**config.mk**
```make
export PLATFORM = sky130hd
export DESIGN_NAME = uart_tx_fifo
export DESIGN_NICKNAME = d
export VERILOG_FILES = /design/src/rtl/uart_tx_fifo.sv
export SDC_FILE = /design/constraint.sdc
export NUM_CORES = 1
export LEC_CHECK = 0
export CORE_MARGIN = 1.5
export CORE_UTILIZATION = 45
export DETAILED_ROUTE_END_ITERATION = 10
export GPL_ROUTABILITY_DRIVEN = 0
export HOLD_SLACK_MARGIN = 0.02
export PLACE_DENSITY = 0.67
export RECOVER_POWER = 25
export SETUP_SLACK_MARGIN = 0.1
export SLEW_MARGIN = 20
export SYNTH_ARGS = -nofsm -noshare
export SYNTH_HDL_FRONTEND = slang
export SYNTH_SLANG_ARGS = --single-unit
```
**constraint.sdc**
```tcl
create_clock -name clk -period 5.6 [get_ports clk]
set_input_delay 0.84 -clock clk [delete_from_list [all_inputs] [get_ports clk]]
set_output_delay 0.84 -clock clk [all_outputs]
set_load 0.05 [all_outputs]
```
**src/rtl/uart_tx_fifo.sv**
```systemverilog
// Transmit byte FIFO with a drain sequencer feeding the UART transmitter.
// Bytes are popped one per frame using a tx_valid pulse / tx_ready level handshake.
module uart_tx_fifo #(
    parameter int DEPTH  = 16,
    parameter int ADDR_W = 4
) (
    input  logic              clk,
    input  logic              rst,
    input  logic [7:0]        wr_data,
    input  logic              wr_en,
    output logic              wr_ready,
    input  logic              flush,
    input  logic              ovf_clr,
    output logic [ADDR_W:0]   level,
    output logic              empty,
    output logic              full,
    output logic              overflow,
    output logic              busy,
    output logic [7:0]        tx_data,
    output logic              tx_valid,
    input  logic              tx_ready
);

    typedef enum logic [1:0] {IDLE, WAIT_BUSY, WAIT_DONE} state_t;

    state_t            state_q, state_d;
    logic [ADDR_W-1:0] wr_ptr_q, wr_ptr_d;
    logic [ADDR_W-1:0] rd_ptr_q, rd_ptr_d;
    logic [ADDR_W:0]   level_q, level_d;
    logic              overflow_q, overflow_d;
    logic              tx_valid_q, tx_valid_d;
    logic [7:0]        tx_data_q, tx_data_d;
    logic [7:0]        mem [DEPTH];
    logic              push, pop;

    assign empty    = (level_q == '0);
    assign full     = (level_q == (ADDR_W+1)'(DEPTH));
    assign wr_ready = !full;
    assign busy     = !empty || (state_q != IDLE);
    assign level    = level_q;
    assign overflow = overflow_q;
    assign tx_valid = tx_valid_q;
    assign tx_data  = tx_data_q;

    always_comb begin
        state_d    = state_q;
        wr_ptr_d   = wr_ptr_q;
        rd_ptr_d   = rd_ptr_q;
        level_d    = level_q;
        tx_data_d  = tx_data_q;
        tx_valid_d = 1'b0;
        overflow_d = overflow_q;
        pop        = 1'b0;
        push       = wr_en && wr_ready && !flush;

        // flush suppresses the launch so no byte escapes a cleared FIFO
        case (state_q)
            IDLE: if (!empty && tx_ready && !flush) begin
                pop        = 1'b1;
                tx_valid_d = 1'b1;
                tx_data_d  = mem[rd_ptr_q];
                state_d    = WAIT_BUSY;
            end
            WAIT_BUSY: if (!tx_ready) state_d = WAIT_DONE;
            WAIT_DONE: if (tx_ready)  state_d = IDLE;
            default:   state_d = IDLE;
        endcase

        if (flush) begin
            wr_ptr_d = '0;
            rd_ptr_d = '0;
            level_d  = '0;
        end else begin
            if (push) wr_ptr_d = wr_ptr_q + ADDR_W'(1);
            if (pop)  rd_ptr_d = rd_ptr_q + ADDR_W'(1);
            case ({push, pop})
                2'b10:   level_d = level_q + (ADDR_W+1)'(1);
                2'b01:   level_d = level_q - (ADDR_W+1)'(1);
                default: level_d = level_q;
            endcase
        end

        // a new overflow event beats a same-cycle clear
        if (wr_en && full)  overflow_d = 1'b1;
        else if (ovf_clr)   overflow_d = 1'b0;
    end

    always_ff @(posedge clk) begin
        if (rst) begin
            state_q    <= IDLE;
            wr_ptr_q   <= '0;
            rd_ptr_q   <= '0;
            level_q    <= '0;
            overflow_q <= 1'b0;
            tx_valid_q <= 1'b0;
            tx_data_q  <= 8'h00;
        end else begin
            state_q    <= state_d;
            wr_ptr_q   <= wr_ptr_d;
            rd_ptr_q   <= rd_ptr_d;
            level_q    <= level_d;
            overflow_q <= overflow_d;
            tx_valid_q <= tx_valid_d;
            tx_data_q  <= tx_data_d;
        end
    end

    always_ff @(posedge clk) begin
        if (push) mem[wr_ptr_q] <= wr_data;
    end

endmodule

```
== Word-level counts from Yosys, hierarchy flattened ==
Memories as Yosys holds them, arrays and structs flattened. A register that Yosys moved wholly into a read port is not among the register bits.
Cells that the tools add are included.
Word-level totals
  word-level logic and storage cells: 47
  memories: 1
  bits in writable memories: 128
  register bits: 17
  input port bits: 14
Cells by class
  $add $sub $neg: 4
  mux-type cells: 11
  equality and inequality tests: 8
  reductions and logical operators: 17
Memories
  mem: depth 16, width 8, rd ports 1, clocked after Yosys merged registers in 1, wr ports 1, RTL line 33  | logic [7:0] mem [DEPTH];
Operator list (count)
  $pmux 5 s2: 1
  $add 4x1->4 const B: 2
  $mux 1: 6
  $mux 2: 3
  $ne 2x2->1 const B: 3
  $pmux 2 s3: 1
  $reduce_bool 2->1: 3
  $add 5x1->5 const B: 1
  $eq 5x5->1 const B: 1
  $logic_and 1x1->1: 5
  $logic_not 5->1: 1
  $sub 5x1->5 const B: 1
  $eq 2x1->1 const B: 2
  $eq 2x2->1 const B: 2
  $logic_not 1->1: 3
  $reduce_and 3->1: 1
  $logic_not 2->1: 1
  $reduce_and 2->1: 1
  $reduce_or 2->1: 1
  $logic_or 1x1->1: 1

== Depth between registers and ports, before layout ==
Gate-level depths: netlist of run 1.
  depth in word-level cells: 8
  mapped depth: 12

== Worst setup path before layout of run 1 ==
No wires, ideal clock.
  path kind: register to output
  start point: register level_q[1], in the netlist level[1]
  end point: output port busy
  stages on the path, launching flop included: 5
  arrival: 2.490 ns
  data required time: 4.760 ns
  path slack: 2.270 ns
  path through: dfxtp_1 buf_4 or4_4 nor2_1 nand2_1
On the way
  longest elaborated chain between the ends: 3
RTL lines
  start, declared: RTL line 29  | logic [ADDR_W:0] level_q, level_d;
  start signal, assigned: RTL line 101  | level_q <= level_d;
  $logic_not 5->1: RTL line 36  | assign empty = (level_q == '0);
  net empty: RTL line 15  | output logic empty,
  $logic_not 1->1: RTL line 39  | assign busy = !empty || (state_q != IDLE);
  $logic_or 1x1->1: RTL line 39
  end, declared: RTL line 18  | output logic busy,
The timed path passes the listed nets, and every way through them passes these cells.

== Worst setup path after layout of run 1 ==
  start point: input port wr_en
  end point: register level_q[2], in the netlist level[2]
On the way
  longest elaborated chain between the ends: 4
  elaborated cells between the ends (all ways): 6
  classes of those cells: 2 x eq/ne; 1 x mux; 3 x reduce/logical
RTL lines
  start, declared: RTL line 10  | input logic wr_en,
  $logic_and 1x1->1 * (2 in series): RTL line 54  | push = wr_en && wr_ready && !flush;
  $eq 2x1->1 / $eq 2x2->1 (equally long branches): RTL line 76  | case ({push, pop})
  $pmux 5 s2 / $reduce_bool 2->1 (equally long branches)
Mark *: on every way between the ends. The rest lies on a longest branch, timed or not.
A chain may end at the register's enable or synchronous reset.

==> impl_metrics.json, run 1 <==
{
  "die_w_um": 121,
  "worst_pin_slew_ps": 1060,
  "crit_type": "in -> reg",
  "first_iter_violations": 256,
  "cts_hold_buf": 0,
  "rsz0062_at_grt": "no",
  "worstSkewPairLatency_ps": 420,
  "hold_class": "reg -> reg",
  "start_kind": "input port",
  "synth_fp_nets": 422,
  "arrival_ps": 3720,
  "hpwlAfterDp_um": 7960,
  "maxCapViolations": 0,
  "drive_gt1_frac": 0.136,
  "numPortBuffers": 32,
  "leakage_nw": 2.25,
  "synth.distinct_cells": 45,
  "relSlewSlack": 0.288,
  "postLayoutCellArea_um2": 7260,
  "synth_area_leaders": "edfxtp_1, dfxtp_1, mux2i_1",
  "cts_resized": 0,
  "yosys.area.top_type": "edfxtp_1",
  "grt_pass1_vias": 3322,
  "synth_edf_count": 128,
  "grt_first_pass_wirelength_um": 19200,
  "critPathCaptureType": "register",
  "fin_nets": 452,
  "drtAntennaViolNets": 0,
  "syn_to_final_growth_pct": 15.8,
  "h-tree-depth": 4,
  "viasPerCell": 5.50,
  "power_density_nw_per_um2": 329,
  "num_vias": 3396,
  "gr-total-overflow": 0,
  "fmax_ghz": 0.297,
  "peakVddDrop_mv": 0.224,
  "fp-row-count": 42,
  "fin_crit_ps": 3360,
  "post-route-period-util": 0.601,
  "r2r.worst_path.cells": 10,
  "drc": 0,
  "ys_seq_area_frac": 0.693,
  "cts_root_buf": "clkbuf_16",
  "fillers": 1085,
  "wl_um": 12400,
  "yosysTopAreaCellShare": 0.613,
  "dr.pass1.iters": 4,
  "start_util": 0.468,
  "async_reset_ff_frac": 0,
  "ys_dominant_reg_cell": "edfxtp_1",
  "placed_area_um2": 6710,
  "finalMaxSlewViolations": 0,
  "die-area_um2": 14600,
  "cp.required_ps": 5950,
  "synth_cells": 400,
  "clk_path_buf_depth": 2,
  "avgSynthCellArea_um2": 15.7,
  "multiInputGateArea_um2": 1770,
  "n_antenna_cell": 0,
  "core_area_um2": 13400,
  "hold_depth": 2,
  "ios": 33,
  "skew_ps": 11.9,
  "cts_tree": "yes",
  "antenna_found_initial": 0,
  "path_clk_slew_ps": 60,
  "ys_ff_latch": 153,
  "grt_max_degree": 38,
  "die_y_um": 121,
  "cts_sinks": 153,
  "ys_warn_count": 0,
  "wl_per_cell_um": 20.0,
  "post-cts-setup-buffer-count": 0,
  "run_status": "finished clean",
  "cts_made_buffers": 17,
  "syn_area_um2": 6270,
  "setup_viol": 0,
  "crit_fanout": 8,
  "hold_viol_final": 0,
  "ff_latch_area_um2": 4350,
  "tns_ps": 0,
  "grtUsageTotal": 0.185
}
## path summary, 6_finish.rpt
check / startpoint / endpoint / slack, ps
setup / recovery: wr_en / level[2] / 2240
hold / removal: overflow / overflow / 500
setup reg to reg: level[2] / level[2] / 2590
hold reg to reg: overflow / overflow / 500
## cells by family after synthesis
logic type      Yosys count  synth area share
flops                   153             0.693
simple gates             86            0.0692
mux                      58             0.115
compound gates           50            0.0637
buf+inv                  34            0.0283
xor+xnor                 11            0.0154
fa+ha+maj                 8            0.0160
## cells in the mapped netlist, types with 2 or more instances
cell and count:
dfxtp_1 25, mux4_2 11, a21oi_1 3, buf_2 10, a31oi_1 3, xor2_1 6, buf_4 4, nand3_1 2
or2_2 2, a22oi_1 4, nor2b_1 3, nand2_1 14, o211ai_1 2, or3_1 2, nor2_1 39, clkbuf_1 5
nand3b_1 3, buf_1 2, xnor2_1 5, a311oi_2 5, o22ai_1 22, a311oi_1 3, edfxtp_1 128, inv_1 10
nor3_1 10, nand2b_1 2, ha_1 8, a32oi_1 2, buf_6 3, mux2i_1 47
## through the flow
step	std cells	hold WS, ps	worst slack (ps)	total power, mW	utilization
after floorplan	400	533	2270	1.30	-
after global placement	587	470	1850	1.34	0.500
after detailed placement	587	485	1820	1.35	0.501
after CTS	618	501	2210	2.41	0.541
after global routing	618	543	1940	2.46	0.542
final	618	497	2240	2.39	0.542
## per-layer routing
metal  up-vias  share of wire  global-route usage
li1       1600              -                   -
met1      1685           0.44               0.249
met2        96           0.49               0.281
met3        15          0.053              0.0461
met4         0          0.021              0.0941
met5         -              0                   0
## where the power goes
group / switching (mW) / internal, mW / leakage [nW]
clock: 0.421 / 0.648 / 0.270
combinational: 0.0519 / 0.0251 / 0.621
sequential: 0.00402 / 1.24 / 1.36
## cells in the final DEF (no fill, tap or decap), drive strengths merged, types with 2 or more instances in the layout
cell type / instances
a21oi: 3
or3b: 2
nor2: 39
nand2b: 2
nor4b: 2
clkbuf: 21
a32oi: 2
clkdlybuf4s50: 26
a31oi: 3
mux2i: 47
nand3b: 3
xnor2: 5
nor2b: 3
nand3: 2
edfxtp: 128
ha: 8
or2: 2
buf: 3
o22ai: 22
a22oi: 4
a311oi: 8
o211ai: 2
mux4: 11
bufinv: 2
clkinv: 7
dfxtp: 25
nor3: 10
nand2: 14
inv: 10
or3: 3
xor2: 6
dlygate4sd3: 6
## cell type report
class	count	share of cell area
clock buffers	21	0.0606
clock inverters	10	0.0146
inverters	10	0.00517
multi-input cells	213	0.243
flip-flops and latches	153	0.599
well taps	176	0.0303
repair buffers	35	0.0472
## critical path: stages
cell and delay [ps]:
clkdlybuf4s50_1 560, inv_1 100, a211oi_1 510, inv_1 140, ha_1 330, xor2_1 170, ha_1 190, a21oi_1 210
xnor2_1 100, or3_2 410, a21oi_1 140
## sequential cells by signal, summed over array words and instances (netlist names)
register  count
rd_ptr_q      4
tx_valid      1
overflow      1
mem         128
state_q       2
level         5
wr_ptr_q      4
tx_data       8
Power figures use the tool's default switching activity.
==> run 2: changes to the inputs <==
Clock period 5.6 ns to 3.1 ns, I/O delays scaled along.
==> impl_metrics.json, run 2 (synthesis results as in run 1) <==
{
  "n_antenna_cell": 0,
  "critPathCaptureType": "primary output",
  "stdcell_count": 636,
  "antenna_found_initial": 0,
  "grt_pass1_vias": 3446,
  "cts_sinks": 153,
  "hold_class": "reg -> reg",
  "drc": 0,
  "h-tree-depth": 4,
  "die_y_um": 121,
  "cts_root_buf": "clkbuf_16",
  "ios": 33,
  "post-route-period-util": 0.928,
  "wl_um": 12300,
  "fillers": 1061,
  "start_util": 0.468,
  "path_clk_slew_ps": 60,
  "largest_reg_flops": 128,
  "run_status": "finished clean",
  "relSlewSlack": 0.475,
  "skew_ps": 6.01,
  "peakVddDrop_mv": 0.408,
  "largest-register": "mem",
  "num_vias": 3494,
  "start_kind": "register",
  "cts_made_buffers": 17,
  "hold_viol_final": 0,
  "numPortBuffers": 32,
  "final_cell_mix": "edfxtp_1, mux2i_1, nor2_1",
  "fin_nets": 469,
  "leakage_nw": 2.36,
  "rsz0062_at_grt": "no",
  "hpwlAfterDp_um": 7900,
  "first_iter_violations": 271,
  "grt_max_degree": 54,
  "fmax_ghz": 0.347,
  "syn_to_final_growth_pct": 18.9,
  "core_area_um2": 13400,
  "clk_path_buf_depth": 2,
  "crit_type": "reg -> out",
  "cts_tree": "yes",
  "maxCapViolations": 0,
  "fin_crit_ps": 2880,
  "grt_first_pass_wirelength_um": 19600,
  "gr-total-overflow": 0,
  "wl_per_cell_um": 19.3,
  "cts_resized": 0,
  "die_w_um": 121,
  "finalMaxSlewViolations": 0,
  "worstSkewPairLatency_ps": 420,
  "viasPerCell": 5.49,
  "crit_fanout": 7,
  "tns_ps": 0,
  "grtUsageTotal": 0.185,
  "arrival_ps": 2410,
  "post-cts-setup-buffer-count": 0,
  "cts_hold_buf": 0,
  "setup_viol": 0,
  "power_density_nw_per_um2": 604,
  "dr.pass1.iters": 6,
  "worst_pin_slew_ps": 784,
  "fp-row-count": 42,
  "cp.required_ps": 2630,
  "drtAntennaViolNets": 0,
  "final_common_cell": "edfxtp_1",
  "drive_gt1_frac": 0.172,
  "power.total_mw": 4.50,
  "die-area_um2": 14600,
  "post-place-cells": 604
}
## run 2: area by class of cell
cell class / instances / area, um2 / area share
inverter: 10 / 37.5 / 0.00504
sequential: 153 / 4350 / 0.583
clock buffer: 19 / 433 / 0.0581
timing repair buffer: 52 / 483 / 0.0648
clock inverter: 13 / 179 / 0.0240
multi-input combinational: 213 / 1750 / 0.235
tap: 176 / 220 / 0.0295
## run 2: path summary, 6_finish.rpt
path / endpoint / depth (start not counted) / startpoint / slack [ps]
setup / recovery: empty / 3 / level[0] / 220
hold / removal: overflow / 2 / overflow / 490
setup reg to reg: level[2] / 10 / level[2] / 420
hold reg to reg: overflow / 2 / overflow / 490
## run 2: metrics by stage
step	area (um2)	worst slack, ps	hold WS, ps	util
after global placement	6840	208	473	0.510
after detailed placement	6840	43.0	477	0.510
final	7450	222	486	0.556
after CTS	7450	211	493	0.556
after global routing	7450	124	542	0.556
after floorplan	6270	111	533	-
## run 2: report_power, final
| part | total, mW | internal [mW] | switching [mW] | leakage, nW |
|---|---|---|---|---|
| Sequential | 2.25 | 2.24 | 0.00754 | 1.36 |
| Clock | 2.11 | 1.34 | 0.769 | 0.300 |
| Combinational | 0.143 | 0.0494 | 0.0934 | 0.701 |
## run 2: worst max-delay path: stages (launching register included)
cell and delay [ps]:
dfxtp_1 410, or4_4 630, nor2_1 150, clkdlybuf4s50_1 810
## run 2: metal layers
metal | vias up | wire length [um] | GRT usage | share of wire
li1 | 1632 | - | - | -
met1 | 1732 | 5480 | 0.252 | 0.45
met2 | 110 | 5960 | 0.289 | 0.49
met3 | 20 | 587 | 0.0399 | 0.048
met4 | 0 | 253 | 0.0787 | 0.021
met5 | - | 0 | 0 | 0
==> run 3: changes to the inputs <==
Settings changed: MAX_ROUTING_LAYER set to met4, SKIP_LAST_GASP set to 1.
==> impl_metrics.json, run 3 (synthesis results as in run 1) <==
{
  "die-area_um2": 14600,
  "wl_per_cell_um": 19.4,
  "met2WireLength_um": 5940,
  "arrival_ps": 2420,
  "clk_path_buf_depth": 2,
  "grt_pass1_vias": 3437,
  "rr_startpoint": "level[2]",
  "r2r.worst_path.cells": 10,
  "worst_pin_slew_ps": 793,
  "stdcell_count": 636,
  "hold_class": "reg -> reg",
  "cts_tree": "yes",
  "met3WireLength_um": 577,
  "drc": 0,
  "die_w_um": 121,
  "setup_viol": 0,
  "antenna_found_initial": 0,
  "ios": 33,
  "relSlewSlack": 0.469,
  "drive_gt1_frac": 0.172,
  "hold_depth": 2,
  "hold_path_end": "overflow",
  "start_kind": "register",
  "fin_ws_ps": 216,
  "drt-met1-wl_um": 5580,
  "worstSkewPairLatency_ps": 430,
  "largest-register": "mem",
  "post-place-cells": 604,
  "first_iter_violations": 291,
  "post-cts-setup-buffer-count": 0,
  "crit_fanout": 7,
  "final_common_cell": "edfxtp_1",
  "num_vias": 3508,
  "fin_nets": 469,
  "viasPerCell": 5.52,
  "skew_ps": 23.5,
  "grt_max_degree": 54,
  "cts_root_buf": "clkbuf_16",
  "cts_made_buffers": 17,
  "start_util": 0.468,
  "grt_first_pass_wirelength_um": 19600,
  "rrSetupSlack_ps": 410,
  "crit_type": "reg -> out",
  "fmax_ghz": 0.347,
  "rsz0062_at_grt": "no",
  "placed_area_um2": 6840,
  "hold_viol_final": 0,
  "critPathCaptureType": "primary output",
  "final_cell_mix": "edfxtp_1, mux2i_1, nor2_1",
  "syn_to_final_growth_pct": 18.9,
  "topRoutingLayerUsed": "met4",
  "wl_um": 12300,
  "cts_hold_buf": 0,
  "power_density_nw_per_um2": 604,
  "preCtsSetupSlack_ps": 43.0,
  "tns_ps": 0,
  "hpwlAfterDp_um": 7900,
  "n_antenna_cell": 0,
  "drtAntennaViolNets": 0,
  "maxCapViolations": 0,
  "leakage_nw": 2.36,
  "run_status": "finished clean",
  "peakVddDrop_mv": 0.409,
  "cts_resized": 0,
  "fin_crit_ps": 2880,
  "die_y_um": 121,
  "post-route-period-util": 0.930,
  "largest_reg_flops": 128,
  "dr.pass1.iters": 5,
  "numPortBuffers": 32,
  "holdWs_ps": 487,
  "min_from": "overflow",
  "core_area_um2": 13400,
  "path_clk_slew_ps": 60,
  "postLayoutCellArea_um2": 7450,
  "cts_sinks": 153,
  "finalMaxSlewViolations": 0,
  "fp-row-count": 42,
  "gr-total-overflow": 0,
  "cp.required_ps": 2630,
  "grtUsageTotal": 0.191,
  "h-tree-depth": 4,
  "reg2reg_to": "level[2]"
}
[run 3: cell counts in the layout (fill, tap and decap cells not counted)]
No cell type changed its count.
[run 3: layout make-up]
class | count | area, um2
fillers | 1061 | 5950
well taps | 176 | 220
clock inverters | 13 | 179
repair buffers | 52 | 483
multi-input cells | 213 | 1750
clock buffers | 19 | 433
flip-flops and latches | 153 | 4350
inverters | 10 | 37.5
[run 3: per-stage QoR]
stage                      util  total power [mW]
after detailed placement  0.510              2.44
after global placement    0.510              2.43
after floorplan               -              2.36
after CTS                 0.556              4.54
final                     0.556              4.50
after global routing      0.556              4.64
[run 3: worst max path at each step]
stage | start | to | slack [ps] | cells past startpoint
after detailed placement | flush | level[2] | 40 | 10
after global routing | level[0] | empty | 120 | 3
after floorplan | level[0] | level[2] | 110 | 11
after CTS | level[0] | empty | 210 | 3
final | level[0] | empty | 220 | 3
after global placement | flush | level[2] | 210 | 10
[run 3: worst max-delay path: stages, from the launching register on]
cell	delay, ps
dfxtp_1	400
or4_4	620
nor2_1	150
clkdlybuf4s50_1	810
[run 3: report_power, final]
part	total (mW)	internal [mW]	leakage, nW	switching [mW]
combinational	0.143	0.0494	0.701	0.0936
sequential	2.25	2.24	1.36	0.00756
clock	2.11	1.34	0.300	0.774
[run 3: per-layer routing]
| metal | vias to the layer above | global-route usage |
|---|---|---|
| met5 | - | - |
| met4 | 0 | 0.0721 |
| met3 | 17 | 0.0456 |
| met2 | 104 | 0.290 |
| met1 | 1750 | 0.251 |
| li1 | 1637 | - |
